[src/rtl/seg_pkg.sv]
// +-----------------------------------------------------------------------+
// | Package : seg_pkg                                                     |
// | Shared types and constants for the 5-stage segmented core.            |
// | Rev     : 1.0  initial release                                        |
// +-----------------------------------------------------------------------+
`default_nettype none

package seg_pkg;

    typedef enum logic [1:0] {
        RUN      = 2'd0,
        LU_STALL = 2'd1,
        MC_WAIT  = 2'd2
    } hz_state_t;

    localparam logic [4:0]  REG_ZERO   = 5'd0;
    localparam int          MC_TIMER_W = 8;

    // Bubble encodings loaded by the pipeline registers on a flush
    localparam logic [31:0] NOP_INSTR  = 32'h0000_0013;
    localparam logic [4:0]  NOP_RD     = REG_ZERO;

endpackage

`default_nettype wire

[src/rtl/hazard_perf_counters.sv]
// +-----------------------------------------------------------------------+
// | Module : hazard_perf_counters                                         |
// | Three saturating event counters driven by single-cycle strobes.       |
// | Rev    : 1.0  initial release                                         |
// +-----------------------------------------------------------------------+
`default_nettype none

module hazard_perf_counters #(
    parameter int CNT_W = 32
) (
    input  logic             clk,
    input  logic             rst,
    input  logic             stall_inc,
    input  logic             flush_inc,
    input  logic             mc_inc,
    output logic [CNT_W-1:0] stall_cnt,
    output logic [CNT_W-1:0] flush_cnt,
    output logic [CNT_W-1:0] mc_cnt
);

    logic [CNT_W-1:0] r_cnt [3];
    logic [2:0]       w_inc;

    assign w_inc = {mc_inc, flush_inc, stall_inc};

    for (genvar i = 0; i < 3; i++) begin : g_cnt
        always_ff @(posedge clk) begin
            if (rst)
                r_cnt[i] <= '0;
            else if (w_inc[i] && (r_cnt[i] != '1))
                r_cnt[i] <= r_cnt[i] + 1'b1;
        end
    end

    assign stall_cnt = r_cnt[0];
    assign flush_cnt = r_cnt[1];
    assign mc_cnt    = r_cnt[2];

endmodule

`default_nettype wire

[src/rtl/hazard_control_unit.sv]
// +-----------------------------------------------------------------------+
// | Module : hazard_control_unit                                          |
// | Stall/flush sequencer: load-use, taken branch, multi-cycle EX ops.    |
// | Option : HAZARD_PERF_EN builds the saturating performance counters.   |
// | Rev    : 1.0  initial release                                         |
// +-----------------------------------------------------------------------+
`default_nettype none

module hazard_control_unit
    import seg_pkg::*;
#(
    parameter int MC_TIMEOUT = 64,
    parameter int CNT_W      = 32
) (
    input  logic             clk,
    input  logic             rst,
    input  logic [4:0]       id_rs1,
    input  logic [4:0]       id_rs2,
    input  logic             id_use_rs1,
    input  logic             id_use_rs2,
    input  logic [4:0]       ex_rd,
    input  logic             ex_ruwr,
    input  logic             ex_dmrd,
    input  logic             ex_br_taken,
    input  logic             ex_mc_start,
    input  logic             mc_done,
    output logic             pc_wr,
    output logic             if_id_wr,
    output logic             if_id_flush,
    output logic             id_ex_wr,
    output logic             id_ex_flush,
    output logic             ex_me_flush,
    output logic             mc_timeout,
    output logic [1:0]       state_o,
    output logic [CNT_W-1:0] stall_cnt,
    output logic [CNT_W-1:0] flush_cnt,
    output logic [CNT_W-1:0] mc_cnt
);

    localparam logic [MC_TIMER_W-1:0] c_mc_limit = MC_TIMER_W'(MC_TIMEOUT);

    hz_state_t             r_state;
    hz_state_t             w_state_nxt;
    logic [MC_TIMER_W-1:0] r_timer;
    logic [MC_TIMER_W-1:0] w_timer_nxt;
    logic                  r_mc_timeout;
    logic                  w_timeout_set;
    logic                  w_lu_hit;

    assign w_lu_hit = ex_dmrd && ex_ruwr && (ex_rd != REG_ZERO) &&
                      ((id_use_rs1 && (id_rs1 == ex_rd)) ||
                       (id_use_rs2 && (id_rs2 == ex_rd)));

    always_comb begin
        pc_wr         = 1'b1;
        if_id_wr      = 1'b1;
        id_ex_wr      = 1'b1;
        if_id_flush   = 1'b0;
        id_ex_flush   = 1'b0;
        ex_me_flush   = 1'b0;
        w_state_nxt   = RUN;
        w_timer_nxt   = '0;
        w_timeout_set = 1'b0;
        if (rst) begin
            pc_wr       = 1'b0;
            if_id_wr    = 1'b0;
            id_ex_wr    = 1'b0;
            if_id_flush = 1'b1;
            id_ex_flush = 1'b1;
            ex_me_flush = 1'b1;
        end else begin
            case (r_state)
                RUN: begin
                    if (ex_mc_start) begin
                        pc_wr       = 1'b0;
                        if_id_wr    = 1'b0;
                        id_ex_wr    = 1'b0;
                        ex_me_flush = 1'b1;
                        w_state_nxt = MC_WAIT;
                        w_timer_nxt = MC_TIMER_W'(1);
                    end else if (ex_br_taken) begin
                        // ID instruction is squashed, so its load-use hit is moot
                        if_id_flush = 1'b1;
                        id_ex_flush = 1'b1;
                    end else if (w_lu_hit) begin
                        pc_wr       = 1'b0;
                        if_id_wr    = 1'b0;
                        id_ex_flush = 1'b1;
                        w_state_nxt = LU_STALL;
                    end
                end
                LU_STALL: w_state_nxt = RUN;
                MC_WAIT: begin
                    if (mc_done) begin
                        w_state_nxt = RUN;
                    end else if (r_timer >= c_mc_limit) begin
                        w_timeout_set = 1'b1;
                        w_state_nxt   = RUN;
                    end else begin
                        pc_wr       = 1'b0;
                        if_id_wr    = 1'b0;
                        id_ex_wr    = 1'b0;
                        ex_me_flush = 1'b1;
                        w_state_nxt = MC_WAIT;
                        w_timer_nxt = r_timer + 1'b1;
                    end
                end
                default: w_state_nxt = RUN;
            endcase
        end
    end

    always_ff @(posedge clk) begin
        if (rst) begin
            r_state      <= RUN;
            r_timer      <= '0;
            r_mc_timeout <= 1'b0;
        end else begin
            r_state <= w_state_nxt;
            r_timer <= w_timer_nxt;
            if (w_timeout_set)
                r_mc_timeout <= 1'b1;
        end
    end

    assign mc_timeout = r_mc_timeout;
    assign state_o    = r_state;

`ifdef HAZARD_PERF_EN
    logic w_stall_inc;
    logic w_flush_inc;
    logic w_mc_inc;

    assign w_stall_inc = !rst && (r_state == RUN) && !ex_mc_start && !ex_br_taken && w_lu_hit;
    assign w_flush_inc = !rst && (r_state == RUN) && !ex_mc_start && ex_br_taken;
    assign w_mc_inc    = !rst && (r_state == MC_WAIT);

    hazard_perf_counters #(
        .CNT_W (CNT_W)
    ) u_perf (
        .clk       (clk),
        .rst       (rst),
        .stall_inc (w_stall_inc),
        .flush_inc (w_flush_inc),
        .mc_inc    (w_mc_inc),
        .stall_cnt (stall_cnt),
        .flush_cnt (flush_cnt),
        .mc_cnt    (mc_cnt)
    );
`else
    assign stall_cnt = '0;
    assign flush_cnt = '0;
    assign mc_cnt    = '0;
`endif

endmodule

`default_nettype wire

[config.mk]
export PLATFORM = sky130hd
export DESIGN_NAME = hazard_control_unit
export DESIGN_NICKNAME = d
export VERILOG_FILES = /design/src/rtl/seg_pkg.sv /design/src/rtl/hazard_perf_counters.sv /design/src/rtl/hazard_control_unit.sv
export SDC_FILE = /design/constraint.sdc
export NUM_CORES = 1
export LEC_CHECK = 0
export ABC_CLOCK_PERIOD_IN_PS = 3600
export BUFFER_PORTS_ARGS = -buffer_cell sky130_fd_sc_hd__buf_4
export CAP_MARGIN = 20
export CORE_MARGIN = 10
export CORE_UTILIZATION = 37
export DETAILED_ROUTE_END_ITERATION = 7
export PLACE_DENSITY = 0.78
export SYNTH_ARGS = -nofsm -noshare
export SYNTH_HDL_FRONTEND = slang
export SYNTH_SLANG_ARGS = --single-unit
[constraint.sdc]
create_clock -name clk -period 3.6 [get_ports clk]
set_input_delay 1.08 -clock clk [delete_from_list [all_inputs] [get_ports clk]]
set_output_delay 1.08 -clock clk [all_outputs]
set_load 0.02 [all_outputs]
# == Word level (Yosys, flattened, before mapping) ==
# Cells that the tools add are included.
# classes
addsub,1
magnitude_cmp,1
eq_ne,3
n_mux,37
n_reduce_logical,8
# ops
op,count
1-bit two-way mux,27
8-bit two-way mux,2
8-bit case mux with 2 select lines,1
5-bit == test,2
"8-bit by 1-bit adder with 8-bit output, second input constant",1
"8-bit by 7-bit greater-or-equal comparator with 1-bit output, second input constant",1
2-bit two-way mux,3
1-bit case mux with 2 select lines,3
1-bit logical AND,5
5-bit nonzero test,1
2-bit case mux with 2 select lines,1
"2-bit == test, second input constant",1
2-bit zero test,1
1-bit logical OR,1
# totals
regBits,11
output_inout_bits,105
word_cells,53

# == Logic depth before layout (Yosys ltp) ==
# Gate-level depths: netlist (run 1).
# logic_depth
ltp_word,9
ltp_mapped,5
mapped_depth_nobuf,4

# == Least setup slack after synthesis (run 1) ==
# Ideal clock, no wire load.
# synth_path
path_kind,input to output
from,input mc_done
to,output pc_wr
t_arrival_ps,2419
slack_ps,101
cell_stages,5
path_cell_list,or3_4 -> a221oi_4 -> a21o_2 -> o21ba_1 -> buf_4
# synth_via
elab_chain_len,3
# synth_rtl
item,line,source
from (decl),hazard_control_unit.sv:26,"input logic mc_done,"
1-bit two-way mux,-,
1-bit case mux with 2 select lines,-,
1-bit two-way mux,-,
to (decl),hazard_control_unit.sv:27,"output logic pc_wr,"
# No other way between the ends.

# == Worst setup path in the final report (run 1) ==
# layout_path
from,input mc_done
to,output if_id_wr
# layout_via
elab_chain_len,3
# layout_rtl
item,line,source
1-bit two-way mux,hazard_control_unit.sv:94,if (mc_done) begin
1-bit case mux with 2 select lines,hazard_control_unit.sv:72,case (r_state)
1-bit two-way mux,hazard_control_unit.sv:64,if (rst) begin
to (decl),hazard_control_unit.sv:28,"output logic if_id_wr,"
# No other way between the ends.

==> results of run 1 <==
==> worst max-delay path, cell delays in order <==
cell and delay, ns:
buf_4 0.11, or3_4 0.39, a221oi_4 0.31, o2111ai_1 0.15, o21ba_1 0.20, buf_4 0.16
==> through the flow <==
| step | instance area [um^2] | cells | hold slack (ns) |
|---|---|---|---|
| after floorplan | 1710 | 262 | 0.438 |
| after global placement | 1280 | 243 | 0.435 |
| after detailed placement | 1280 | 243 | 0.436 |
| after CTS | 1300 | 247 | 0.446 |
| after global routing | 1300 | 247 | 0.481 |
| final | 1300 | 247 | 0.442 |
==> layer usage <==
layer  up-vias  global-route usage  part of all wire
met5         -                   0                 0
met4         0              0.0229            0.0085
met3         3              0.0278              0.13
met2        56               0.150              0.57
met1       368              0.0638              0.29
li1        408                   -                 -
==> registers in the layout, indices dropped and copies added, names as in the netlist <==
signal      cells
mc_timeout      1
r_timer         8
state_o         2
==> how the worst max path moves through the flow <==
stage | start | to | slack [ns] | cells past startpoint
4_1_cts | mc_done | if_id_wr | 0.10 | 6
2_1_floorplan | mc_done | pc_wr | 0.10 | 5
6_report | mc_done | if_id_wr | 0.12 | 6
3_3_place_gp | mc_done | pc_wr | 0.12 | 6
3_5_place_dp | mc_done | if_id_wr | 0.10 | 6
5_1_grt | mc_done | pc_wr | 0.004 | 6
==> cells in the final DEF, fill, tap and decap left out, types with 2 or more instances in the layout <==
master / instances
nor2_1: 9
clkbuf_4: 3
o2111ai_1: 2
nor4_1: 3
xnor2_1: 4
conb_1: 97
nand2_1: 2
nand3_1: 3
dfxtp_1: 11
nor3_1: 2
inv_1: 4
xor2_1: 10
buf_4: 32
==> power by group through the flow <==
stage | Clock, mW | Combinational [mW] | Sequential, mW
2_1_floorplan | 0 | 0.202 | 0.132
3_3_place_gp | 0 | 0.162 | 0.131
3_5_place_dp | 0 | 0.163 | 0.130
4_1_cts | 0.0855 | 0.163 | 0.128
5_1_grt | 0.0907 | 0.182 | 0.128
6_report | 0.0821 | 0.168 | 0.128
==> final cells by class <==
class	count	share of cell area
repair buffers	32	0.184
flip-flops and latches	11	0.169
clock buffers	4	0.0202
inverters	4	0.0115
multi-input cells	150	0.571
well taps	46	0.0441
==> cells in the mapped netlist <==
master and n:
xnor2_1 4, o2111ai_1 2, or3_1 1, nor2_1 9
conb_1 1, buf_4 97, or2_1 1, or4_1 1
nor4_1 3, ha_1 1, and2_1 1, o21ba_1 1
inv_1 4, nor3_1 2, o22ai_1 1, dfxtp_1 11
xor2_1 10, or3_4 1, a21o_1 1, o21ai_0 1
nand2_1 2, and3_1 1, a21o_2 1, and2_0 1
a32oi_1 1, a221oi_4 1, a21oi_1 1, nand3_1 3
nor3b_1 1, o21bai_1 1
==> cell families (layout without fill, tap and decap cells) <==
logic type,count (synthesis),in the layout,share of synthesized area
fa+ha+maj,1,1,0.00928
other cells,1,97,0.00278
xor+xnor,14,14,0.0910
compound gates,11,11,0.0761
flops,11,11,0.163
simple gates,27,27,0.106
buf+inv,101,40,0.552
==> impl_metrics.json, run 1 <==
{
  "fin_crit_ns": 3.48,
  "p_clk_frac": 0.217,
  "gp_congestion": 0.694,
  "insertion_delay_ns": 0.27,
  "startpoint_type": "primary input",
  "cellLeakagePower_nw": 0.715,
  "holdPathStages": 2,
  "drc_errors": 0,
  "timing.rr.start": "state_o[1]",
  "dpl_worst_slack_ns": 0.103,
  "hold_start": "mc_timeout",
  "tritoncts": "done",
  "critPathRequiredTime_ns": 2.52,
  "grt_usage": 0.0739,
  "r2r-end": "r_timer[5]",
  "fin_util": 0.382,
  "timing.fmax_ghz": 0.287,
  "crit_fanout": 3,
  "htreeDepth": 1,
  "p_seq_frac": 0.338,
  "synth_cell_type_count": 30,
  "netlist_instances": 166,
  "port_buffers": 32,
  "antenna_cells": 0,
  "area_growth_pct": -3.25,
  "avgSynthCellArea_um2": 8.12,
  "status": "complete, no violations",
  "synth_top_area_share": 0.540,
  "layout-drive-gt1-share": 0.189,
  "timing.final.ws_setup_ns": 0.119,
  "fin_tns_setup_ns": 0,
  "setup.worst_path.class": "primary input to output pin",
  "pwr_density_cell_mw_per_mm2": 290,
  "final-hold-violation-count": 0,
  "dr_total_vias": 835,
  "vias_per_cell": 3.38,
  "final-max-slew-violation-count": 0,
  "drtIter0Drc": 11,
  "syn_area_mm2": 0.00135,
  "r2r_cells": 4,
  "grt_max_degree": 8,
  "combPwrFrac": 0.445,
  "grt_setup_unrepaired": "false",
  "nets": 227,
  "fin_crit_sh": 0.967,
  "register_area_um2": 220,
  "drv_cap": 0,
  "io_pins": 129,
  "die_area_mm2": 0.00646,
  "r2r_setup_slack_ns": 2.26,
  "clkSinkCount": 11,
  "grt_overflow": 0,
  "clk_pin_slew_worst_paths_ns": 0.06,
  "dr.pass1.iters": 4,
  "crit_path_end_kind": "output pin",
  "yosysWarningCount": 0,
  "ir_drop_uv": 91.8,
  "switching_power_mw": 0.169,
  "wl_um": 2950,
  "finalPower_mw": 0.378,
  "report.final.setup_viol": 0,
  "yosysSeqAreaShare": 0.163,
  "fin_skew_ns": 0.00248,
  "grt_pass1_vias": 863,
  "ctsResizeCount": 0,
  "multiInputGateArea_um2": 744,
  "start_util": 0.395,
  "die_h_um": 80.4,
  "ctsHoldBuffers": 0,
  "antenna_found_initial": 0,
  "wl_per_cell_um": 11.9,
  "cts_buffers": 3,
  "critPathArrivalTime_ns": 2.40,
  "clk_path_buf_depth": 2,
  "holdPathEnd": "mc_timeout",
  "p_sw_frac": 0.448,
  "p_int_mw": 0.209,
  "fillerInstances": 375,
  "grt_pass1_wl_um": 3950,
  "ant_nets": 0,
  "die_w_um": 80.4,
  "cts_setup_buffers": 0,
  "hp-class": "flop to flop",
  "root_buffer": "clkbuf_4",
  "hpwl_um": 2790,
  "core_mm2": 0.00342,
  "synth_top_cell_by_area": "buf_4",
  "rows": 21,
  "ys_top_cells_by_area": "buf_4, dfxtp_1, xor2_1",
  "ys_ff_latch": 11
}
(Power assumes the default switching activity.)
==> run 2, diff against run 1 <==
Settings changed: BUFFER_PORTS_ARGS -buffer_cell sky130_fd_sc_hd__buf_4 to -buffer_cell sky130_fd_sc_hd__buf_2.
==> run 2 against run 1 <==
- routed wire length is 1.2% lower
- register-to-register slack hardly changed
- first-iteration DRC count is 27% higher
- via count is 1.6% higher
- final cell count stayed put
- global-route usage is 0.22 points higher
- sequential power hardly changed
- clock skew is 0.0016 ns higher
- flip-flop and latch count stayed put
- highest routed layer is now met3
- combinational power is 7% lower
- core utilization is 2.3 points lower
==> impl_metrics.json, run 2 (same netlist as run 1, synthesis figures left out) <==
{
  "htreeDepth": 1,
  "clk_pin_slew_worst_paths_ns": 0.06,
  "vias_per_cell": 3.43,
  "finalPower_mw": 0.366,
  "start_util": 0.395,
  "grt_pass1_vias": 890,
  "fin_area_mm2": 0.00122,
  "p_seq_frac": 0.349,
  "nets": 227,
  "fin_tns_setup_ns": 0,
  "core_mm2": 0.00342,
  "ir_drop_uv": 99.6,
  "die_w_um": 80.4,
  "antenna_cells": 0,
  "top_register": "r_timer",
  "insertion_delay_ns": 0.26,
  "setup.worst_path.class": "primary input to output pin",
  "wl_per_cell_um": 11.8,
  "combPwrFrac": 0.430,
  "status": "complete, no violations",
  "crit_fanout": 3,
  "fin_skew_ns": 0.00403,
  "cellLeakagePower_nw": 0.690,
  "timing.final.ws_setup_ns": 0.140,
  "postPlaceCellArea_mm2": 0.00120,
  "clkSinkCount": 11,
  "clk_path_buf_depth": 2,
  "gp_congestion": 0.693,
  "layout-drive-gt1-share": 0.189,
  "cts_buffers": 3,
  "fin_crit_sh": 0.961,
  "layout_commonest_cell": "conb_1",
  "report.final.setup_viol": 0,
  "die_h_um": 80.4,
  "root_buffer": "clkbuf_4",
  "crit_path_end_kind": "output pin",
  "final-max-slew-violation-count": 0,
  "pwr_density_cell_mw_per_mm2": 299,
  "drc_errors": 0,
  "p_sw_frac": 0.460,
  "area_growth_pct": -9.19,
  "antenna_found_initial": 0,
  "io_pins": 129,
  "cts_setup_buffers": 0,
  "grt_pass1_wl_um": 4090,
  "layout_common_cells": "conb_1, buf_2, dfxtp_1, xor2_1, nor2_1",
  "dpl_worst_slack_ns": 0.125,
  "ctsHoldBuffers": 0,
  "startpoint_type": "primary input",
  "timing.fmax_ghz": 0.289,
  "largest_reg_flops": 8,
  "ant_nets": 0,
  "dr_total_vias": 848,
  "tritoncts": "done",
  "port_buffers": 32,
  "p_int_mw": 0.197,
  "drtIter0Drc": 14,
  "grt_usage": 0.0761,
  "dr.pass1.iters": 2,
  "hpwl_um": 2780,
  "ctsResizeCount": 0,
  "dp_cells": 243,
  "stdcell_count": 247,
  "grt_overflow": 0,
  "fin_util": 0.358,
  "wl_um": 2910,
  "hp-class": "flop to flop",
  "critPathArrivalTime_ns": 2.38,
  "p_clk_frac": 0.221,
  "whs_ns": 0.442,
  "fin_crit_ns": 3.46,
  "final-hold-violation-count": 0,
  "drv_cap": 0,
  "grt_setup_unrepaired": "false",
  "rows": 21,
  "die_area_mm2": 0.00646,
  "grt_max_degree": 8,
  "switching_power_mw": 0.168,
  "critPathRequiredTime_ns": 2.52
}
-- run 2: layer usage --
layer | track usage | vias to the layer above | wire, um
li1 | - | 408 | -
met2 | 0.150 | 55 | 1660
met5 | 0 | - | 0
met3 | 0.0356 | 0 | 378
met1 | 0.0661 | 385 | 874
met4 | 0.0211 | 0 | 0
-- run 2: cell type report --
type                       count  area (um^2)
clock buffer                   4         26.3
fill                         400         2190
inverter                       4         15.0
multi-input combinational    150          744
sequential                    11          220
tap                           46         57.6
timing repair buffer          32          160
-- run 2: path summary, 6_finish.rpt --
kind | startpoint | end | slack [ns] | depth (start not counted)
max reg2reg | state_o[1] | r_timer[2] | 2.25 | 4
max | mc_done | pc_wr | 0.14 | 6
min | mc_timeout | mc_timeout | 0.44 | 2
min reg2reg | mc_timeout | mc_timeout | 0.44 | 2
-- run 2: power by group through the flow --
stage | clock network, mW | registers [mW] | logic [mW]
after floorplan | 0 | 0.132 | 0.202
after global placement | 0 | 0.130 | 0.150
after detailed placement | 0 | 0.131 | 0.151
after CTS | 0.0838 | 0.128 | 0.152
after global routing | 0.0916 | 0.128 | 0.170
final | 0.0808 | 0.128 | 0.157
-- run 2: worst max-delay path, stage by stage --
cell       delay, ns
buf_2           0.10
or3_4           0.39
a221oi_4        0.31
o2111ai_1       0.14
o21ba_1         0.19
buf_2           0.16
==> run 3, diff against run 2 <==
--- a/config.mk
+++ b/config.mk
@@ -7,3 +7,3 @@
 export LEC_CHECK = 0
-export ABC_CLOCK_PERIOD_IN_PS = 3600
+export ABC_CLOCK_PERIOD_IN_PS = 3800
 export BUFFER_PORTS_ARGS = -buffer_cell sky130_fd_sc_hd__buf_2
@@ -13,2 +13,3 @@
 export DETAILED_ROUTE_END_ITERATION = 7
+export GPL_TIMING_DRIVEN = 0
 export PLACE_DENSITY = 0.78
==> constraint.sdc (replaced) <==
create_clock -name clk -period 3.8 [get_ports clk]
set_input_delay 0.19 -clock clk [delete_from_list [all_inputs] [get_ports clk]]
set_output_delay 0.19 -clock clk [all_outputs]
set_load 0.02 [all_outputs]
==> run 3 against run 2 <==
- count of clock-buffer cells in the layout unchanged
- global-route usage up 1.9 points
- setup slack better by 1.6 ns
- via count up 29%
- routed wire length up 19%
- sequential share of layout area down 6.7 points
- largest cell class is now buffers
- critical endpoint unchanged
- critical path type is now flop to output pin
- non-clock buffer count up 97
- first-iteration DRC count down 64%
- register-to-register slack better by 0.22 ns
- critical path depth unchanged
==> impl_metrics.json, run 3 (same netlist as run 1, synthesis figures left out) <==
{
  "fin_crit_ns": 2.07,
  "crit_fanout": 3,
  "report.final.setup_viol": 0,
  "top_register": "r_timer",
  "wl_per_cell_um": 10.1,
  "pwr_density_cell_mw_per_mm2": 219,
  "hp-class": "primary input to flop",
  "fillerInstances": 368,
  "fin_tns_setup_ns": 0,
  "fin_crit_sh": 0.545,
  "switching_power_mw": 0.174,
  "final-max-slew-violation-count": 0,
  "postPlaceCellArea_mm2": 0.00193,
  "htreeDepth": 1,
  "die_area_mm2": 0.00646,
  "critPathArrivalTime_ns": 1.88,
  "io_pins": 129,
  "p_int_mw": 0.254,
  "crit_path_end_kind": "output pin",
  "rows": 21,
  "path_buf_inv": 2,
  "nets": 324,
  "hpwl_um": 3360,
  "layout_common_cells": "buf_4, conb_1, buf_2, dfxtp_1, xor2_1",
  "crit_path_cell_trace": "or3_4, a221oi_4, a21o_2, o21ba_1, buf_4, buf_2",
  "ctsHoldBuffers": 0,
  "grt_pass1_wl_um": 4970,
  "crit_slowest_cell": "or3_4",
  "critPathMaxStageDelay_ns": 0.38,
  "p_sw_frac": 0.407,
  "port_buffers": 32,
  "antenna_cells": 0,
  "status": "complete, no violations",
  "drv_cap": 0,
  "grt_max_degree": 8,
  "clk_pin_slew_worst_paths_ns": 0.07,
  "vias_per_cell": 3.18,
  "timing.fmax_ghz": 0.482,
  "combPwrFrac": 0.534,
  "clk_path_buf_depth": 2,
  "gp_congestion": 0.758,
  "wl_um": 3470,
  "cts_setup_buffers": 0,
  "grt_overflow": 0,
  "startpoint_type": "flop",
  "core_mm2": 0.00342,
  "ir_drop_uv": 153,
  "tritoncts": "done",
  "fin_skew_ns": 0.00485,
  "root_buffer": "clkbuf_4",
  "critPathRequiredTime_ns": 3.61,
  "antenna_found_initial": 0,
  "grt_setup_unrepaired": "false",
  "clkSinkCount": 11,
  "start_util": 0.395,
  "dr.pass1.iters": 3,
  "ant_nets": 0,
  "multiInputGateArea_um2": 744,
  "crit_family": "compound AO/OA/AOI/OAI gates",
  "register_area_um2": 220,
  "die_h_um": 80.4,
  "p_seq_frac": 0.283,
  "area_growth_pct": 44.8,
  "ctsResizeCount": 0,
  "drc_errors": 0,
  "layout-drive-gt1-share": 0.453,
  "cts_buffers": 3,
  "final-hold-violation-count": 0,
  "fin_area_mm2": 0.00195,
  "insertion_delay_ns": 0.27,
  "p_clk_frac": 0.183,
  "setup.worst_path.class": "flop to output pin",
  "largest_reg_flops": 8,
  "drtIter0Drc": 5,
  "grt_usage": 0.0955,
  "die_w_um": 80.4,
  "dr_total_vias": 1094,
  "cellLeakagePower_nw": 1.22,
  "grt_pass1_vias": 1014
}
==> run 3: cell count changes in the layout (fill, tap and decap cells not counted) <==
cell,delta
buf_4,+97
==> run 3: power by group through the flow <==
stage / Combinational (mW) / Clock, mW / Sequential (mW)
floorplan: 0.192 / 0 / 0.125
global placement: 0.220 / 0 / 0.123
detailed placement: 0.221 / 0 / 0.124
CTS: 0.221 / 0.0830 / 0.121
global route: 0.248 / 0.0929 / 0.122
finish: 0.229 / 0.0784 / 0.121
==> run 3: worst reg2reg max path, delay by kind of cell (launching register included) <==
| kind | cells | cell delay [ns] |
|---|---|---|
| simple gates | 4 | 0.80 |
| flops | 1 | 0.47 |
==> run 3: final cells by class <==
cell class                 instances  area share
timing repair buffer              32      0.0821
multi-input combinational        150       0.381
sequential                        11       0.113
clock buffer                       4      0.0135
tap                               46      0.0295
inverter                           4     0.00769
buffer                            97       0.373
==> run 3: final timing paths <==
check | slack, ns | end | cells past startpoint | start
max | 1.73 | pc_wr | 6 | r_timer[6]
min | 0.16 | mc_timeout | 2 | rst
max reg2reg | 2.47 | r_timer[5] | 4 | state_o[1]
min reg2reg | 0.44 | mc_timeout | 2 | mc_timeout
==> run 3: metal layers <==
metal / global-route usage / routed length [um]
met5: 0 / 0
met4: 0.00528 / 0
met3: 0.0757 / 533
met2: 0.182 / 1990
met1: 0.0781 / 945
==> run 3: metrics by stage <==
step	setup slack (ns)	power, mW	utilization	hold slack [ns]	instances
2_1_floorplan	1.99	0.316	-	0.259	262
3_3_place_gp	1.99	0.343	0.564	0.432	340
3_5_place_dp	1.99	0.344	0.564	0.436	340
4_1_cts	1.70	0.425	0.571	0.154	344
5_1_grt	1.58	0.462	0.571	0.154	344
6_report	1.73	0.428	0.571	0.163	344
